[config.mk]
export PLATFORM = sky130hd
export DESIGN_NAME = mc_decode
export DESIGN_NICKNAME = d
export VERILOG_FILES = /design/src/rtl/mc_pkg.sv /design/src/rtl/mc_decode.sv
export SDC_FILE = /design/constraint.sdc
export NUM_CORES = 1
export LEC_CHECK = 0
export BUFFER_PORTS_ARGS = -buffer_cell sky130_fd_sc_hd__buf_2
export CAP_MARGIN = 20
export CELL_PAD_IN_SITES_DETAIL_PLACEMENT = 1
export CELL_PAD_IN_SITES_GLOBAL_PLACEMENT = 1
export CORE_AREA = 5 5 42 44
export DETAILED_ROUTE_END_ITERATION = 10
export DIE_AREA = 0 0 47 49
export PLACE_DENSITY = 0.54
export SYNTH_ARGS = -nofsm -noshare
export SYNTH_HDL_FRONTEND = slang
export SYNTH_SLANG_ARGS = --single-unit
[constraint.sdc]
create_clock -name vclk -period 3
set_input_delay 0.6 -clock vclk [all_inputs]
set_output_delay 0.6 -clock vclk [all_outputs]
set_load 0.01 [all_outputs]
[src/rtl/mc_pkg.sv]
// Shared definitions for the multi-cycle control unit: state codes, opcode/funct
// constants, datapath select encodings and the ALU setting helper.
package mc_pkg;

    localparam int unsigned STATE_W = 3;
    localparam int unsigned OP_W    = 6;
    localparam int unsigned FN_W    = 6;
    localparam int unsigned SEL_W   = 2;

    // GRF index written by jal (selected by grf_addr = GRF_ADDR_RA)
    localparam int unsigned RA_REG  = 31;

    typedef enum logic [STATE_W-1:0] {
        ST_FETCH  = 3'd0,
        ST_DECODE = 3'd1,
        ST_EXEC   = 3'd2,
        ST_MEM    = 3'd3,
        ST_WB     = 3'd4
    } state_t;

    typedef enum logic [3:0] {
        OPC_RTYPE_ALU,
        OPC_ORI,
        OPC_LUI,
        OPC_LW,
        OPC_SW,
        OPC_BEQ,
        OPC_JAL,
        OPC_JR,
        OPC_ILLEGAL
    } op_class_t;

    localparam logic [OP_W-1:0] OP_RTYPE = 6'b000000;
    localparam logic [OP_W-1:0] OP_ORI   = 6'b001101;
    localparam logic [OP_W-1:0] OP_LW    = 6'b100011;
    localparam logic [OP_W-1:0] OP_SW    = 6'b101011;
    localparam logic [OP_W-1:0] OP_BEQ   = 6'b000100;
    localparam logic [OP_W-1:0] OP_LUI   = 6'b001111;
    localparam logic [OP_W-1:0] OP_JAL   = 6'b000011;

    localparam logic [FN_W-1:0] FN_ADDU  = 6'b100001;
    localparam logic [FN_W-1:0] FN_SUBU  = 6'b100011;
    localparam logic [FN_W-1:0] FN_JR    = 6'b001000;

    localparam logic [SEL_W-1:0] PC_SEL_PC4    = 2'd0;
    localparam logic [SEL_W-1:0] PC_SEL_BRANCH = 2'd1;
    localparam logic [SEL_W-1:0] PC_SEL_JUMP   = 2'd2;
    localparam logic [SEL_W-1:0] PC_SEL_RS     = 2'd3;

    localparam logic [SEL_W-1:0] GRF_ADDR_RT   = 2'd0;
    localparam logic [SEL_W-1:0] GRF_ADDR_RD   = 2'd1;
    localparam logic [SEL_W-1:0] GRF_ADDR_RA   = 2'd2;

    localparam logic [SEL_W-1:0] GRF_DATA_ALU  = 2'd0;
    localparam logic [SEL_W-1:0] GRF_DATA_DM   = 2'd1;
    localparam logic [SEL_W-1:0] GRF_DATA_PC   = 2'd2;

    localparam logic [SEL_W-1:0] ALU_ADD       = 2'd0;
    localparam logic [SEL_W-1:0] ALU_SUB       = 2'd1;
    localparam logic [SEL_W-1:0] ALU_OR        = 2'd2;
    localparam logic [SEL_W-1:0] ALU_LUI       = 2'd3;

    localparam logic EXT_ZERO = 1'b0;
    localparam logic EXT_SIGN = 1'b1;

    // ALU/EXT configuration for one op-class; held from EXEC through WB
    typedef struct packed {
        logic [SEL_W-1:0] alu_op;
        logic             alu_src;
        logic             ext_op;
    } alu_cfg_t;

    function automatic alu_cfg_t alu_cfg(input op_class_t cls, input logic [FN_W-1:0] funct);
        alu_cfg_t cfg;
        cfg = '0;
        case (cls)
            OPC_RTYPE_ALU: cfg.alu_op = (funct == FN_SUBU) ? ALU_SUB : ALU_ADD;
            OPC_ORI: begin
                cfg.alu_op  = ALU_OR;
                cfg.alu_src = 1'b1;
                cfg.ext_op  = EXT_ZERO;
            end
            OPC_LUI: begin
                cfg.alu_op  = ALU_LUI;
                cfg.alu_src = 1'b1;
            end
            OPC_LW, OPC_SW: begin
                cfg.alu_op  = ALU_ADD;
                cfg.alu_src = 1'b1;
                cfg.ext_op  = EXT_SIGN;
            end
            OPC_BEQ: begin
                cfg.alu_op  = ALU_SUB;
                cfg.ext_op  = EXT_SIGN;
            end
            default: cfg = '0;
        endcase
        return cfg;
    endfunction

endpackage

[src/rtl/mc_decode.sv]
// Opcode/funct to op-class decoder; anything unrecognised is ILLEGAL.
module mc_decode
    import mc_pkg::*;
(
    input  logic [OP_W-1:0] opcode,
    input  logic [FN_W-1:0] funct,
    output op_class_t       op_class
);

    // Classify the latched instruction
    always_comb begin
        op_class = OPC_ILLEGAL;
        case (opcode)
            OP_RTYPE: begin
                case (funct)
                    FN_ADDU, FN_SUBU: op_class = OPC_RTYPE_ALU;
                    FN_JR:            op_class = OPC_JR;
                    default:          op_class = OPC_ILLEGAL;
                endcase
            end
            OP_ORI:  op_class = OPC_ORI;
            OP_LUI:  op_class = OPC_LUI;
            OP_LW:   op_class = OPC_LW;
            OP_SW:   op_class = OPC_SW;
            OP_BEQ:  op_class = OPC_BEQ;
            OP_JAL:  op_class = OPC_JAL;
            default: op_class = OPC_ILLEGAL;
        endcase
    end

endmodule

# Word level (Yosys, flattened, before mapping)

Index checks and enable logic that the tools add are counted.

Equality and inequality tests: 9
Multiplexer cells: 2
Reduce and logical (&&, ||, !) cells: 2

Operators with widths:

| operator                                                         | count |
|---|---|
| 4-bit one-hot mux with 7 select lines                            | 1 |
| 6-bit == test (second input constant)                            | 4 |
| 6-bit by 4-bit == test with 1-bit output (second input constant) | 3 |
| 4-bit one-hot mux with 2 select lines                            | 1 |
| 6-bit by 2-bit == test with 1-bit output (second input constant) | 1 |
| 6-bit by 3-bit == test with 1-bit output (second input constant) | 1 |
| 6-bit zero test                                                  | 1 |
| 2-bit OR reduction                                               | 1 |

Bits in registers: 0
Bits of input ports: 12
Output and inout port bits: 4
Word-level logic and storage cells: 13

# Longest topological paths before layout

Word-level depth: 4
Mapped depth: 5
Depth with buffers taken out: 4

# Worst setup path before layout

Ideal clock, no wire load.

Kind: in2out
Start point: input port opcode[3]
End point: output port op_class[2]
Arrival time: 1.360 ns
Data required time: 2.400 ns
Path slack: 1.040 ns
Stages: 5
Path buffers: 1
Path through: buf_4 -> xor2_1 -> nor3_1 -> a21oi_1 -> o21ai_0

Word-level cells in the longest chain between the ends: 2
Elaborated cells between the ends (all ways): 8
Classes of those cells: 6 x eq/ne; 1 x mux; 1 x reduce/logical

Ends and longest elaborated chain:

| element                                                          | line            | text |
|---|---|---|
| start, declared                                                  | mc_decode.sv:5  | `input logic [OP_W-1:0] opcode,` |
| 6-bit by 2-bit == test with 1-bit output (tied with other cells) | mc_decode.sv:13 | `case (opcode)` |
| 4-bit one-hot mux with 7 select lines *                          | mc_decode.sv:13 |  |
| end, declared                                                    | mc_decode.sv:7  | `output op_class_t op_class` |

Mark *: on every way between the ends. The rest lies on a longest branch, timed or not.

# Worst setup path in the final report

Start point: input port funct[1]
End point: output port op_class[3]

Word-level cells in the longest chain between the ends: 4
Elaborated cells between the ends (all ways): 6
Classes of those cells: 3 x eq/ne; 2 x mux; 1 x reduce/logical

Ends and longest elaborated chain:

| element                                 | line            | text |
|---|---|---|
| start, declared                         | mc_decode.sv:6  | `input logic [FN_W-1:0] funct,` |
| 6-bit == test                           | mc_decode.sv:15 | `case (funct)` |
| 2-bit OR reduction                      | mc_decode.sv:15 |  |
| 4-bit one-hot mux with 2 select lines * | mc_decode.sv:15 |  |
| 4-bit one-hot mux with 7 select lines * | mc_decode.sv:13 |  |

Marks and branches as above.

==> qor.yml <==
pwr:
  p_per_area_nw_per_um2: 105
  p_sw_w: 0.0000160
  pwr-share-clk_pct: 0
  p_leak_nw: 0.117
  combPwrFrac_pct: 100.0
  p_sw_share_pct: 53.8
  internal-power_w: 0.0000138
  max-vdd-ir-drop_mv: 0.0326
  pwr-share-seq_pct: 0
detailed_routing:
  vias_per_cell: 4.78
  routedWlPerCell_um: 11.7
  first_iter_violations: 1
  ant_nets: 0
  drt-total-wl_um: 692
  drcViolationCount: 0
  dr.pass1.iters: 2
  vias: 282
yosys:
  ys_warn_count: 0
  syn-num-nets: 40
  syn-cell-area_sq_um: 190
  synth_cells: 28
  syn_avg_cell_area_sq_um: 6.79
  yosysSeqAreaShare_pct: 0
  yosys.area.top_type: "o21ai_0"
  synth_top_area_share_pct: 7.89
  synthTopCellsByArea: "o21ai_0, nand3b_1, nor4b_2, nor4_2, nor3_1"
  ys_types: 22
place:
  io_buffers: 16
  dp_hpwl_um: 615
  placedCellCount: 59
  place_congestion: 0.621
floorplanning:
  fp.dieW_um: 47
  ios: 16
  core_area_sq_um: 1400
  die_area_sq_um: 2300
  die_y_um: 49
  row_count: 14
  start_util_pct: 13.6
setup_path:
  start_kind: "primary input"
  critical_path_arrival_ns: 1.57
  end_kind: "output pin"
  worstSetupPathType: "in2out"
  crit_fanout: 2
  required_ns: 2.40
cells_and_area:
  n_fill_cell: 180
  nets: 57
  mostFrequentLayoutCell: "buf_2"
  synthToLayoutAreaGrowth_pct: 48.7
  clock_buffer_count: 0
  drive_gt1_share_pct: 44.2
  most-common-layout-cells: "buf_2, o21ai_0"
  antenna_cells: 0
  seq_area_sq_um: 0
  fin_cells: 59
  nFlopsAndLatches: 0
status:
  status: "finished, final reports clean"
sta:
  tns_ns: 0
  setup_viol: 0
  worstMarginPinSlew_ns: 0.290
  timing.final.crit_share_pct: 72.2
  timing.slew.headroom_pct: 80.5
  hold_viol_final: 0
  rsz0062_at_grt: "false"
  layout_min_cycle_time_ns: 2.17
  drv_slew: 0
  fmax_mhz: 461
hold_path:
  hp-start: "opcode[4]"
  worstHoldPathType: "in2out"
  hold_depth: 3
  hold-path-endpoint: "op_class[0]"
clock_tree:
  cts_hold_buf: 0
  cts_setup_buffers: 0
  ctsResizeCount: 0
global_routing:
  grt-ovfl-total: 0
  grt_pass1_wl_um: 1160
  grt_max_degree: 9
  antenna_found_initial: 0
  grt_pass1_vias: 290
  track_usage_pct: 6.25
run:
  max_cap_violations: 0
cells in the mapped netlist:
cell,instances
nor4_2,1
buf_4,1
and3b_1,1
a31oi_1,1
o21ai_0,3
o21a_1,1
o32ai_1,1
o21ai_1,1
o31ai_1,1
and2b_2,1
nor4b_2,1
nand2b_1,1
a21oi_1,1
a22oi_1,1
nand3b_1,2
nor4_1,1
nor3_1,2
nor2_1,2
nand4_1,1
xor2_1,1
nand2_1,2
a21boi_0,1
per-layer routing:
layer / part of all wire [%] / GRT usage, % / up-vias / wire, um
met3: 9.5 / 1.85 / 0 / 66
met4: 0 / 0 / 0 / 0
met2: 48 / 10.4 / 11 / 330
met1: 42 / 8.26 / 127 / 294
met5: 0 / 0 / - / 0
li1: - / - / 144 / -
worst max-delay path, cell delays in order:
cell	delay [ns]
buf_2	0.10
nor4b_2	0.30
o21ai_0	0.13
a31oi_1	0.18
o21ai_0	0.10
buf_2	0.15
power by group through the flow:
stage          Combinational [W]  Clock, W  Sequential (W)
4_1_cts                0.0000303         0               0
3_5_place_dp           0.0000301         0               0
5_1_grt                0.0000336         0               0
3_3_place_gp           0.0000298         0               0
6_report               0.0000298         0               0
2_1_floorplan          0.0000142         0               0
how the worst max path moves through the flow:
stage,depth (start not counted),end,from,slack (ns)
floorplan,5,op_class[2],opcode[3],1.04
global placement,6,op_class[3],funct[1],0.85
detailed placement,6,op_class[3],funct[1],0.81
CTS,6,op_class[3],funct[1],0.80
global route,6,op_class[3],funct[1],0.73
finish,6,op_class[3],funct[1],0.83
cells by family after synthesis:
logic type / Yosys count / synth area share (%)
AND/OR/NAND/NOR: 15 / 54.6
AO/OA/AOI/OAI: 11 / 36.8
XOR/XNOR: 1 / 4.61
buffers and inverters: 1 / 3.95
final cells by class:
type | count | area [sq um] | area share (%)
Multi-Input combinational cell | 27 | 183 | 64.6
Timing Repair Buffer | 16 | 80.1 | 28.3
Tap cell | 16 | 20.0 | 7.08
through the flow:
| step | power [W] | cell area [sq um] | hold WS, ns | worst slack, ns | utilization (%) |
|---|---|---|---|---|---|
| finish | 0.0000298 | 283 | 1.53 | 0.833 | 20.2 |
| detailed placement | 0.0000301 | 283 | 1.54 | 0.806 | 20.2 |
| floorplan | 0.0000142 | 190 | 1.29 | 1.04 | - |
| global placement | 0.0000298 | 283 | 1.53 | 0.849 | 20.2 |
| CTS | 0.0000303 | 283 | 1.54 | 0.795 | 20.2 |
| global route | 0.0000336 | 283 | 1.58 | 0.730 | 20.2 |
No activity file was read; power rests on OpenSTA's default activity.
